[config.mk]
export PLATFORM = sky130hd
export DESIGN_NAME = instr_fetch_unit
export DESIGN_NICKNAME = d
export VERILOG_FILES = /design/src/rtl/instr_fetch_unit_pkg.sv /design/src/rtl/instr_fetch_unit_if_id_reg.sv /design/src/rtl/instr_fetch_unit.sv
export SDC_FILE = /design/constraint.sdc
export NUM_CORES = 1
export LEC_CHECK = 0
export CORE_AREA = 10 10 175 161
export CTS_CLUSTER_DIAMETER = 40
export DETAILED_ROUTE_END_ITERATION = 8
export DIE_AREA = 0 0 185 171
export PLACE_DENSITY = 0.85
export SETUP_SLACK_MARGIN = 0.4
export SLEW_MARGIN = 20
export SYNTH_ARGS = -nofsm -noshare
export SYNTH_HDL_FRONTEND = slang
export SYNTH_SLANG_ARGS = --single-unit
[constraint.sdc]
create_clock -name clk -period 4.5 [get_ports clk]
set_input_delay 0.9 -clock clk [delete_from_list [all_inputs] [get_ports clk]]
set_output_delay 0.9 -clock clk [all_outputs]
set_load 0.05 [all_outputs]
[src/rtl/instr_fetch_unit_pkg.sv]
// rtl/instr_fetch_unit_pkg.sv - shared fetch-stage definitions
// Purpose: FSM state encodings and PC increment used by the fetch unit.
package instr_fetch_unit_pkg;

    // FETCH: request outstanding for pc
    // DROP : request outstanding for a stale pc, its data is discarded
    // HOLD : fetched word parked because IF/ID could not accept it
    typedef enum logic [1:0] {
        FETCH = 2'd0,
        DROP  = 2'd1,
        HOLD  = 2'd2
    } fetch_state_e;

    localparam int unsigned PC_INC = 4;

endpackage

[src/rtl/instr_fetch_unit_if_id_reg.sv]
// rtl/instr_fetch_unit_if_id_reg.sv - IF/ID pipeline register
// Purpose: holds {valid, pc, pc+4, instr} for decode.
// Ports:
//   clk, Reset              clock, synchronous active-high reset
//   flush                   redirect: invalidate regardless of stall
//   load                    capture ld_* and mark valid
//   stall                   decode not accepting: freeze contents
//   ld_pc/ld_pc_plus4/ld_instr  values to capture
//   valid/pc/pc_plus4/instr register outputs
module if_id_reg #(
    parameter int ADDR_W = 32,
    parameter int DATA_W = 32
) (
    input  logic              clk,
    input  logic              Reset,
    input  logic              flush,
    input  logic              load,
    input  logic              stall,
    input  logic [ADDR_W-1:0] ld_pc,
    input  logic [ADDR_W-1:0] ld_pc_plus4,
    input  logic [DATA_W-1:0] ld_instr,
    output logic              valid,
    output logic [ADDR_W-1:0] pc,
    output logic [ADDR_W-1:0] pc_plus4,
    output logic [DATA_W-1:0] instr
);

    always_ff @(posedge clk) begin
        if (Reset) begin
            valid    <= 1'b0;
            pc       <= '0;
            pc_plus4 <= '0;
            instr    <= '0;
        end else if (flush) begin
            valid <= 1'b0;
        end else if (load) begin
            valid    <= 1'b1;
            pc       <= ld_pc;
            pc_plus4 <= ld_pc_plus4;
            instr    <= ld_instr;
        end else if (!stall) begin
            // decode drained the slot and nothing new arrived: bubble
            valid <= 1'b0;
        end
    end

endmodule

[src/rtl/instr_fetch_unit.sv]
// rtl/instr_fetch_unit.sv - MIPS fetch stage: PC, next-PC select, imem requests
// Purpose: owns the PC, issues word fetches, feeds the IF/ID register and
//   absorbs memory latency, decode stall and branch/jump redirects.
// Ports:
//   clk, Reset                    clock, synchronous active-high reset
//   stall                         decode cannot accept
//   branch_taken/branch_target    branch redirect (priority over jump)
//   jump/jump_target              jump redirect
//   imem_req/imem_addr            fetch request, held until imem_ack
//   imem_ack/imem_rdata           one-cycle completion with data
//   if_valid/if_pc/if_pc_plus4/if_instr  IF/ID contents
module instr_fetch_unit
    import instr_fetch_unit_pkg::*;
#(
    parameter int              ADDR_W       = 32,
    parameter int              DATA_W       = 32,
    parameter logic [ADDR_W-1:0] RESET_VECTOR = '0
) (
    input  logic              clk,
    input  logic              Reset,
    input  logic              stall,
    input  logic              branch_taken,
    input  logic [ADDR_W-1:0] branch_target,
    input  logic              jump,
    input  logic [ADDR_W-1:0] jump_target,
    output logic              imem_req,
    output logic [ADDR_W-1:0] imem_addr,
    input  logic              imem_ack,
    input  logic [DATA_W-1:0] imem_rdata,
    output logic              if_valid,
    output logic [ADDR_W-1:0] if_pc,
    output logic [ADDR_W-1:0] if_pc_plus4,
    output logic [DATA_W-1:0] if_instr
);

    fetch_state_e      state, state_nxt;
    logic [ADDR_W-1:0] pc, pc_nxt;
    logic [ADDR_W-1:0] pc_pend, pc_pend_nxt;
    logic [ADDR_W-1:0] pc_inc;
    logic [ADDR_W-1:0] hold_pc;
    logic [DATA_W-1:0] hold_instr;
    logic              hold_ld;

    logic              redirect;
    logic [ADDR_W-1:0] target;
    logic              accept;

    logic              ifid_load;
    logic [ADDR_W-1:0] ifid_ld_pc;
    logic [ADDR_W-1:0] ifid_ld_pc_plus4;
    logic [DATA_W-1:0] ifid_ld_instr;

    assign redirect = branch_taken | jump;
    assign target   = branch_taken ? branch_target : jump_target;
    assign accept   = !if_valid || !stall;
    assign pc_inc   = pc + ADDR_W'(PC_INC);

    // The request drops in the Reset cycle itself so memory never sees a
    // fetch for a PC that is about to be replaced.
    assign imem_req  = !Reset && (state != HOLD);
    assign imem_addr = pc;

    always_comb begin
        state_nxt     = state;
        pc_nxt        = pc;
        pc_pend_nxt   = pc_pend;
        hold_ld       = 1'b0;
        ifid_load     = 1'b0;
        ifid_ld_pc    = pc;
        ifid_ld_instr = imem_rdata;
        case (state)
            FETCH: begin
                if (redirect) begin
                    if (imem_ack) begin
                        pc_nxt = target;
                    end else begin
                        // request cannot be withdrawn; wait for it and discard
                        pc_pend_nxt = target;
                        state_nxt   = DROP;
                    end
                end else if (imem_ack) begin
                    pc_nxt = pc_inc;
                    if (accept) begin
                        ifid_load = 1'b1;
                    end else begin
                        hold_ld   = 1'b1;
                        state_nxt = HOLD;
                    end
                end
            end
            DROP: begin
                // youngest redirect wins
                if (redirect) begin
                    pc_pend_nxt = target;
                end
                if (imem_ack) begin
                    pc_nxt    = redirect ? target : pc_pend;
                    state_nxt = FETCH;
                end
            end
            HOLD: begin
                if (redirect) begin
                    pc_nxt    = target;
                    state_nxt = FETCH;
                end else if (accept) begin
                    ifid_load     = 1'b1;
                    ifid_ld_pc    = hold_pc;
                    ifid_ld_instr = hold_instr;
                    state_nxt     = FETCH;
                end
            end
            default: begin
                state_nxt = FETCH;
            end
        endcase
    end

    assign ifid_ld_pc_plus4 = ifid_ld_pc + ADDR_W'(PC_INC);

    always_ff @(posedge clk) begin
        if (Reset) begin
            state      <= FETCH;
            pc         <= RESET_VECTOR;
            pc_pend    <= RESET_VECTOR;
            hold_pc    <= '0;
            hold_instr <= '0;
        end else begin
            state   <= state_nxt;
            pc      <= pc_nxt;
            pc_pend <= pc_pend_nxt;
            if (hold_ld) begin
                hold_pc    <= pc;
                hold_instr <= imem_rdata;
            end
        end
    end

    if_id_reg #(
        .ADDR_W (ADDR_W),
        .DATA_W (DATA_W)
    ) u_if_id_reg (
        .clk         (clk),
        .Reset       (Reset),
        .flush       (redirect),
        .load        (ifid_load),
        .stall       (stall),
        .ld_pc       (ifid_ld_pc),
        .ld_pc_plus4 (ifid_ld_pc_plus4),
        .ld_instr    (ifid_ld_instr),
        .valid       (if_valid),
        .pc          (if_pc),
        .pc_plus4    (if_pc_plus4),
        .instr       (if_instr)
    );

endmodule

### After elaboration in Yosys (flattened, before gate mapping)

Index checks and enable logic that the tools add are counted.

* logic and storage cells: 74
* register bits: 227
* input bits: 102
* output and inout bits: 130

* add/subtract/negate cells: 2
* bitwise gates (word level): 2
* equal/unequal tests: 13
* reduce and logical (&&, ||, !) cells: 13
* muxes and demuxes: 35

Operators with widths (number)
* $mux W32: 14
* $pmux W32 S3: 1
* $add A32 B3 Y32 const B: 2
* $pmux W32 S2: 1
* $mux W2: 7
* $ne A2 B2 Y1 const B: 6
* $ne A3 B3 Y1 const B: 4
* $mux W1: 10
* $pmux W2 S3: 1
* $reduce_and A5 Y1: 1
* $reduce_and A4 Y1: 1
* $logic_not A1 Y1: 3
* $reduce_and A3 Y1: 1
* $reduce_bool A3 Y1: 1
* $eq A2 B1 Y1 const B: 1
* $eq A2 B2 Y1 const B: 1
* $logic_not A2 Y1: 1
* $ne A2 B1 Y1 const B: 1
* $pmux W1 S2: 1
* $reduce_and A2 Y1: 1
* $reduce_bool A2 Y1: 1
* $reduce_or A2 Y1: 1
* $logic_and A1 B1 Y1: 1
* $logic_or A1 B1 Y1: 1
* 2 further kinds: 2

### Depth between registers and ports, before layout

Gate-level depths: netlist of run 1.

* word-level depth: 7
* depth in mapped cells: 16
* depth with buffers taken out: 13

### Modules after synthesis

Synthesis of run 1 repeated with hierarchy kept, for this count alone.

* cell total of the unflattened synthesis: 1622
* area, all modules: 12814.8 µm²

Modules (own cells, without submodules)
* instr_fetch_unit: cells an instance 1183, area an instance 8410.6 µm², sequential area each 2602.5 µm², instances 1
* if_id_reg: cells an instance 439, area an instance 4404.2 µm², sequential area each 1941.9 µm², instances 1

### Worst setup path after synthesis of run 1

OpenSTA, ideal clock, no wires.

* kind: input to register
* from: input jump
* to: register u_if_id_reg.pc_plus4[20]
* buffers on the path: 2
* path slack: 1.174 ns
* arrival: 3.238 ns
* stages: 13
* cells stage by stage: or3b_1 > buf_2 > nor2_1 > buf_4 > nand2_1 > nand2_1 > ha_1 > inv_1 > or2_2 > a211oi_1 > xor2_1 > nor2_1 > o32ai_2

* word-level cells in the longest chain between the ends: 4
* elaborated cells on any way between the ends: 9
* those cells by class: 1 x add/sub; 5 x mux; 2 x bitwise; 1 x reduce/logical

RTL lines
* start, declared: RTL line instr_fetch_unit.sv:24 `input logic jump,`
* $or A1 B1 Y1: RTL line instr_fetch_unit.sv:53 `assign redirect = branch_taken | jump;`
* $mux W32: RTL line instr_fetch_unit.sv:102 `if (redirect) begin`
* $mux W32: RTL line instr_fetch_unit.sv:71 `case (state)`
* via ifid_ld_pc[3]: RTL line instr_fetch_unit.sv:49 `logic [ADDR_W-1:0] ifid_ld_pc;`
* $add A32 B3 Y32: RTL line instr_fetch_unit.sv:118 `assign ifid_ld_pc_plus4 = ifid_ld_pc + ADDR_W'(PC_INC);`
* end signal, assigned: RTL line instr_fetch_unit_if_id_reg.sv:39 `pc_plus4 <= ld_pc_plus4;`
* end, declared: RTL line instr_fetch_unit_if_id_reg.sv:24 `output logic [ADDR_W-1:0] pc_plus4,`

The timed path passes the listed nets, and every way through them passes these cells.
A chain may end at the register's enable or synchronous reset.

### Worst setup path after layout of run 1

* from: register state[0]
* to: output imem_req

* word-level cells in the longest chain between the ends: 2

RTL lines
* start, declared: RTL line instr_fetch_unit.sv:36 `fetch_state_e state, state_nxt;`
* start signal, assigned: RTL line instr_fetch_unit.sv:128 `state <= state_nxt;`
* $ne A2 B2 Y1: RTL line instr_fetch_unit.sv:60 `assign imem_req = !Reset && (state != HOLD);`
* $logic_and A1 B1 Y1: RTL line instr_fetch_unit.sv:60
* end, declared: RTL line instr_fetch_unit.sv:26 `output logic imem_req,`

No other way between the ends.

==> summary.txt, run 1 <==
Run status
  • Status: finished clean

STA
  • Final hold violations: 0
  • RSZ-0062 raised after global routing: false
  • Min Tclk post-route: 3.439 ns
  • Final setup violation count: 0
  • Slew of the pin with the lowest slew margin: 1.009 ns
  • Sum of negative setup slack: 0 ns
  • Fin crit share: 76.41%
  • Fmax: 290.8 MHz
  • Worst clock skew: 0.02138 ns
  • Pins Over Slew Limit: 0
  • Slew HR: 32.22%

Setup path
  • Worst Setup End Kind: primary output
  • Worst EP required: 3.60 ns
  • Worst R2R Setup Slack: 1.45 ns
  • Worst setup SP type: register
  • Worst Path Max Fanout: 19
  • Crit Reg-Reg Endpoint: u_if_id_reg.pc_plus4[20]
  • R2R cell count: 12
  • Setup crit start: state[0]
  • Crit Path Class: reg -> out
  • R2r startpoint: state[0]
  • Critical Path AT: 2.54 ns

Clock network
  • Clock-pin slew on the worst setup and hold paths: 0.06 ns
  • Clk_lat worst skew: 0.56 ns
  • CTS H-tree lvls: 1
  • CTS tree: done
  • Post-CTS Hold Fix Bufs: 0
  • Num CTS Buffers: 31
  • Clk root buf: clkbuf_16
  • Clock buffer depth: 3
  • Clock sinks: 225
  • Setup Buffers After CTS: 0
  • PostCTS Resize Cnt: 0

Logic synthesis
  • Compound-Gate Fraction of Synth Area: 24.53%
  • Post-synth cell types: 74
  • Post-synthesis sequential area ratio: 39.65%
  • Synth warnings: 0
  • EDFF count, synth: 0
  • Fraction of registers with async set/reset: 0%
  • XOR/XNOR Fraction of Synth Area: 2.390%
  • Avg Inst Size Synth: 7.977 sq um
  • Largest family of logic cells by synthesized area: compound AO/OA/AOI/OAI gates
  • Leading area contributor after synthesis: dfxtp_1
  • Syn nets: 1532
  • Synth Area in Adders: 0.6609%
  • Simple-Gate Fraction of Synth Area: 19.87%
  • Top post-synthesis cells by area: dfxtp_1, nand2_1, a21oi_1
  • Top cell type's share of synthesized area: 39.65%
  • Post-synthesis mux area share: 7.545%
  • Main synth FF type: dfxtp_1
  • Gate count of the mapped netlist: 1424
  • Synth Register Bits: 225
  • Post-Syn Area: 0.01136 sq mm

Place
  • DP HPWL: 26230 um
  • RD Place Congestion: 0.9191
  • IO buf count: 231

Routing
  • Vias per std cell: 6.199
  • Starting DRT DRC Count: 1351
  • Post-DRT Antenna Nets: 0
  • Drt drc: 0
  • Drt pass-1 iters: 6
  • Vias: 11870
  • Wire per inst: 20.42 um
  • Routed wire length: 39110 um

Global route
  • Global Route Usage Sum: 23.70%
  • Initial antenna violation count: 0
  • Number of global-route vias before repair: 11370
  • First-pass GRT wire length: 61710 um
  • Total gr overflow: 0
  • Largest net degree at the start of global routing: 117

Floorplanning
  • Chip width: 185 um
  • Starting Density: 46.11%
  • DIE AREA: 0.03164 sq mm
  • Vert. Die Dim: 171 um
  • Ports: 232
  • Floorplan core area: 0.02464 sq mm
  • # rows: 55

Hold path
  • Worst hold path class: reg -> reg
  • Worst Hold Path EP: u_if_id_reg.pc_plus4[28]
  • Min-delay src: u_if_id_reg.pc_plus4[28]
  • Hold Path Depth: 2

Cells and area
  • Area Growth Syn to Fin: 30.43%
  • Ant diodes: 0
  • Layout Utilization: 60.14%
  • Layout cells sized above 1: 7.928%
  • Nets@finish: 1685

Pwr
  • Peak supply drop: 228.4 uV
  • Pwr per Cell Area: 401.3 mW/mm^2
  • Pleak: 5.114 nW

Flow run
  • Max-cap violation count: 0
worst max path at each step:
stage,to,slack (ns),cells past startpoint
after floorplan,u_if_id_reg.pc_plus4[20],1.17,13
after global placement,u_if_id_reg.pc_plus4[20],0.85,11
after detailed placement,u_if_id_reg.pc_plus4[20],0.76,11
after CTS,imem_req,1.06,5
after global routing,imem_req,0.95,5
final,imem_req,1.06,5
power by group:
| group | internal [mW] | switching (mW) | total (mW) |
|---|---|---|---|
| registers | 2.10 | 0.156 | 2.26 |
| logic | 0.413 | 0.696 | 1.11 |
| clock network | 1.60 | 0.984 | 2.58 |
cell usage after synthesis, types with 4 or more instances:
| cell | n |
|---|---|
| xnor2_1 | 21 |
| nand4_1 | 21 |
| clkbuf_1 | 84 |
| dfxtp_1 | 225 |
| xor2_1 | 10 |
| nand2b_1 | 6 |
| o22ai_1 | 24 |
| a31oi_1 | 7 |
| o31ai_1 | 5 |
| o21ai_0 | 55 |
| a22oi_1 | 20 |
| nor3_1 | 13 |
| o2111ai_1 | 4 |
| ha_1 | 6 |
| nand2_1 | 259 |
| buf_4 | 4 |
| or3_1 | 6 |
| o211ai_1 | 14 |
| nor4_1 | 5 |
| a311oi_1 | 5 |
| buf_2 | 41 |
| o311ai_0 | 4 |
| a21oi_1 | 158 |
| and2_1 | 9 |
| and3_1 | 11 |
| and4_1 | 5 |
| inv_1 | 9 |
| o221ai_1 | 35 |
| buf_1 | 5 |
| mux2i_1 | 62 |
| a211oi_1 | 64 |
| mux2_2 | 21 |
| nand3_1 | 31 |
| o2bb2ai_1 | 5 |
| nor2_1 | 118 |
critical path: stages (launching register included):
cell and delay (ns):
dfxtp_1 0.45, inv_1 0.10, ha_1 0.25, buf_4 0.23, nor2_1 0.12, clkdlybuf4s50_1 0.82
cell families (layout without fill, tap and decap cells):
logic type	after synthesis	after routing
AND/OR/NAND/NOR	506	506
AO/OA/AOI/OAI	429	429
flip-flops	225	225
buffers and inverters	144	322
multiplexers	83	83
XOR/XNOR	31	31
adder cells (fa/ha/maj)	6	6
metrics by stage:
stage / power (mW) / area (sq um) / cells / worst slack [ns] / hold WS (ns)
floorplan: 2.972 / 11360 / 1424 / 1.174 / 0.4357
global route: 6.138 / 14820 / 1915 / 0.9471 / 0.4712
detailed placement: 3.385 / 13710 / 1857 / 0.7579 / 0.4407
CTS: 5.943 / 14820 / 1915 / 1.064 / 0.4488
global placement: 3.364 / 13710 / 1857 / 0.8525 / 0.4328
finish: 5.946 / 14820 / 1915 / 1.061 / 0.4487
cell usage in the layout (no fill, tap or decap), types with 5 or more instances in the layout:
cell / netlist / routed
a211oi_1: 64 / 64
a21oi_1: 158 / 158
a22oi_1: 20 / 20
a311oi_1: 5 / 5
a31oi_1: 7 / 7
and2_1: 9 / 9
and3_1: 11 / 11
and4_1: 5 / 5
buf_4: 4 / 23
clkbuf_16: 0 / 31
clkbuf_8: 0 / 5
clkdlybuf4s50_1: 0 / 229
dfxtp_1: 225 / 225
ha_1: 6 / 6
inv_1: 9 / 8
inv_6: 0 / 8
mux2_2: 21 / 21
mux2i_1: 62 / 62
nand2_1: 259 / 259
nand2b_1: 6 / 6
nand3_1: 31 / 31
nand4_1: 21 / 21
nor2_1: 118 / 114
nor3_1: 13 / 12
nor4_1: 5 / 5
o211ai_1: 14 / 14
o21ai_0: 55 / 55
o221ai_1: 35 / 35
o22ai_1: 24 / 24
o2bb2ai_1: 5 / 5
o31ai_1: 5 / 5
or3_1: 6 / 5
xnor2_1: 21 / 21
xor2_1: 10 / 10
state kept, by name, indices dropped and copies added, names as in the netlist:
signal,count
hold_instr,32
u_if_id_reg.pc,30
pc_pend,32
state,2
hold_pc,32
imem_addr,32
u_if_id_reg.pc_plus4,32
u_if_id_reg.instr,32
u_if_id_reg.valid,1
final cells by class:
type                    instances  area, sq um
fillers                      2158         9819
multi-input cells            1055         6280
flip-flops and latches        225         4504
repair buffers                255         2501
clock buffers                  37        848.3
well taps                     313        391.6
clock inverters                21        257.7
inverters                       9        33.78
routing by layer:
metal / track usage, % / part of all wire, % / up-vias
met5: 0 / 0 / -
met4: 10.77 / 4.1 / 0
met3: 4.771 / 9.1 / 134
met2: 39.32 / 48 / 676
met1: 28.99 / 38 / 5598
li1: - / - / 5464
Note: power is estimated with default switching activity, not from simulation.
==> run 2, diff against run 1 <==
--- a/config.mk
+++ b/config.mk
@@ -9,7 +9,7 @@
 export CTS_CLUSTER_DIAMETER = 40
 export DETAILED_ROUTE_END_ITERATION = 8
 export DIE_AREA = 0 0 185 171
-export PLACE_DENSITY = 0.85
+export PLACE_DENSITY = 0.88
 export SETUP_SLACK_MARGIN = 0.4
 export SLEW_MARGIN = 20
 export SYNTH_ARGS = -nofsm -noshare
==> constraint.sdc (replaced) <==
create_clock -name clk -period 2.76 [get_ports clk]
set_input_delay 0.552 -clock clk [delete_from_list [all_inputs] [get_ports clk]]
set_output_delay 0.552 -clock clk [all_outputs]
set_load 0.05 [all_outputs]
==> summary.txt, run 2 (synthesis results as in run 1) <==
Global route
  • First-pass GRT wire length: 65670 um (was 61710 um)
  • Largest net degree at the start of global routing: 65 (was 117)
  • Initial antenna violation count: 0 (unchanged)
  • Global Route Usage Sum: 25.35% (was 23.70%)
  • Total gr overflow: 0 (unchanged)
  • Number of global-route vias before repair: 12220 (was 11370)

Place
  • RD Place Congestion: 0.9749 (was 0.9191)
  • Placed cells: 1948 (was 1857)
  • DP HPWL: 28950 um (was 26230 um)
  • Dpl cell area: 0.01464 sq mm (was 0.01371 sq mm)
  • Pre-CTS setup slack: -0.2862 ns (was 0.7579 ns)
  • IO buf count: 231 (unchanged)

Hold path
  • Worst hold path class: in -> reg (was reg -> reg)

Routing
  • Vias per std cell: 6.178 (was 6.199)
  • Starting DRT DRC Count: 1546 (was 1351)
  • Drt pass-1 iters: 6 (unchanged)
  • Routed wire length: 42150 um (was 39110 um)
  • Post-DRT Antenna Nets: 0 (unchanged)
  • Wire per inst: 20.93 um (was 20.42 um)
  • Vias: 12440 (was 11870)
  • Drt drc: 0 (unchanged)

Setup path
  • Most used cell, CP: buf_4
  • Slowest library cell on the worst path: or4b_1 (was clkdlybuf4s50_1)
  • Buffers and inverters on the worst path: 3 (unchanged)
  • Critical Path AT: 2.86 ns (was 2.54 ns)
  • Worst setup SP type: input pin (was register)
  • Crit Path Class: in -> reg (was reg -> out)
  • Top delay family on crit path: simple AND/OR/NAND/NOR gates (was buffers and inverters)
  • Critical path cell sequence: clkdlybuf4s50_1 > and2_1 > buf_4 > buf_4 > or4b_1 > o21ai_0 > and3_1 > mux2i_1 > o311ai_1 (was inv_1 > ha_1 > buf_4 > nor2_1 > clkdlybuf4s50_1)
  • Worst Path Max Fanout: 7 (was 19)
  • Worst EP required: 3.17 ns (was 3.60 ns)
  • Worst Setup End Kind: register (was primary output)
  • Max incr delay on CP: 0.53 ns (was 0.82 ns)

Clock network
  • Clock sinks: 225 (unchanged)
  • Clk root buf: clkbuf_16 (unchanged)
  • CTS H-tree lvls: 2 (was 1)
  • Clock buffer depth: 3 (unchanged)
  • Clock-pin slew on the worst setup and hold paths: 0.06 ns (about the same)
  • Clk_lat worst skew: 0.51 ns (was 0.56 ns)
  • Num CTS Buffers: 34 (was 31)
  • CTS tree: done (unchanged)

Cells and area
  • Final Non-Filler Cells: 2014 (was 1915)
  • Nets@finish: 1785 (was 1685)
  • Ant diodes: 0 (unchanged)
  • Fillers: 1942 (was 2158)
  • Layout cells sized above 1: 15.70% (was 7.928%)
  • Post-route cell area: 0.01599 sq mm (was 0.01482 sq mm)
  • Most frequent cells in the layout: nand2_1, dfxtp_1, clkdlybuf4s50_1 (was nand2_1, clkdlybuf4s50_1, dfxtp_1)
  • Area Growth Syn to Fin: 40.74% (was 30.43%)
  • Most common cell after layout, fill and taps aside: nand2_1 (unchanged)

STA
  • Final hold violations: 0 (unchanged)
  • Worst clock skew: 0.01420 ns (was 0.02138 ns)
  • Hold Slack: 0.4430 ns (was 0.4487 ns)
  • Slew HR: 51.25% (was 32.22%)
  • Fin crit share: 88.82%
  • Final setup violation count: 0 (unchanged)
  • Slew of the pin with the lowest slew margin: 0.7313 ns (was 1.009 ns)
  • RSZ-0062 raised after global routing: true (was false)
  • Pins Over Slew Limit: 0 (unchanged)
  • Min Tclk post-route: 2.451 ns
  • Fmax: 407.9 MHz
  • PnR worst setup slack: 0.3086 ns (was 1.061 ns)

Pwr
  • Tot Pwr: 10.08 mW (was 5.946 mW)
  • Pleak: 5.829 nW (was 5.114 nW)
  • Pwr per Cell Area: 630.5 mW/mm^2 (was 401.3 mW/mm^2)
  • Peak supply drop: 392.0 uV (was 228.4 uV)

Flow run
  • Max-cap violation count: 0 (unchanged)

Floorplanning
  • Starting Density: 46.11% (unchanged)
  • # rows: 55 (unchanged)
  • DIE AREA: 0.03164 sq mm (unchanged)
  • Ports: 232 (unchanged)
  • Vert. Die Dim: 171 um (unchanged)
  • Floorplan core area: 0.02464 sq mm (unchanged)
  • Chip width: 185 um (unchanged)

Run status
  • Status: finished clean (unchanged)
[run 2: path summary, 6_finish.rpt]
path | from | endpoint | slack (ns) | cells after the start
max reg2reg | state[0] | u_if_id_reg.pc_plus4[29] | 0.37 | 10
max | stall | u_if_id_reg.pc_plus4[27] | 0.31 | 9
min | Reset | u_if_id_reg.pc_plus4[14] | 0.44 | 2
min reg2reg | u_if_id_reg.instr[25] | u_if_id_reg.instr[25] | 0.45 | 2
[run 2: repair_timing]
action                                  CTS  global route
endpoints found under the setup margin   47            27
gates resized for setup                  35            35
hold buffers                              0             0
pin swaps                                 6            11
buffers inserted                          3             3
[run 2: final cells by class]
cell class	count	area [sq um]	area share [%]
clock buffers	40	914.6	5.721
clock inverters	20	239.0	1.495
inverters	9	38.79	0.2426
multi-input cells	1055	6518	40.77
flip-flops and latches	225	4522	28.28
well taps	313	391.6	2.450
repair buffers	352	3364	21.04
[run 2: metal layers]
layer / vias up / wire length, um / GRT usage, %
met5: - / 0 / 0
met2: 728 / 20350 / 42.55
met1: 5880 / 15990 / 30.15
met4: 0 / 2006 / 12.01
met3: 173 / 3804 / 5.556
li1: 5661 / - / -
[run 2: through the flow]
| step | setup TNS (ns) | util (%) |
|---|---|---|
| global route | 0 | 64.90 |
| detailed placement | -6.636 | 59.42 |
| CTS | 0 | 64.18 |
| finish | 0 | 64.90 |
| floorplan | 0 | - |
| global placement | -3.036 | 59.42 |
[run 2: power breakdown]
| group | switching, mW | internal [mW] | leakage [nW] |
|---|---|---|---|
| sequential | 0.208 | 3.43 | 1.84 |
| combinational | 1.26 | 0.790 | 3.45 |
| clock | 1.62 | 2.77 | 0.547 |
==> run 3, diff against run 2 <==
--- a/config.mk
+++ b/config.mk
@@ -5,6 +5,7 @@
 export SDC_FILE = /design/constraint.sdc
 export NUM_CORES = 1
 export LEC_CHECK = 0
+export CAP_MARGIN = 20
 export CORE_AREA = 10 10 175 161
 export CTS_CLUSTER_DIAMETER = 40
 export DETAILED_ROUTE_END_ITERATION = 8
==> results of run 3 <==
Same layout as run 2: the final DEF is identical, and so are final timing and power.
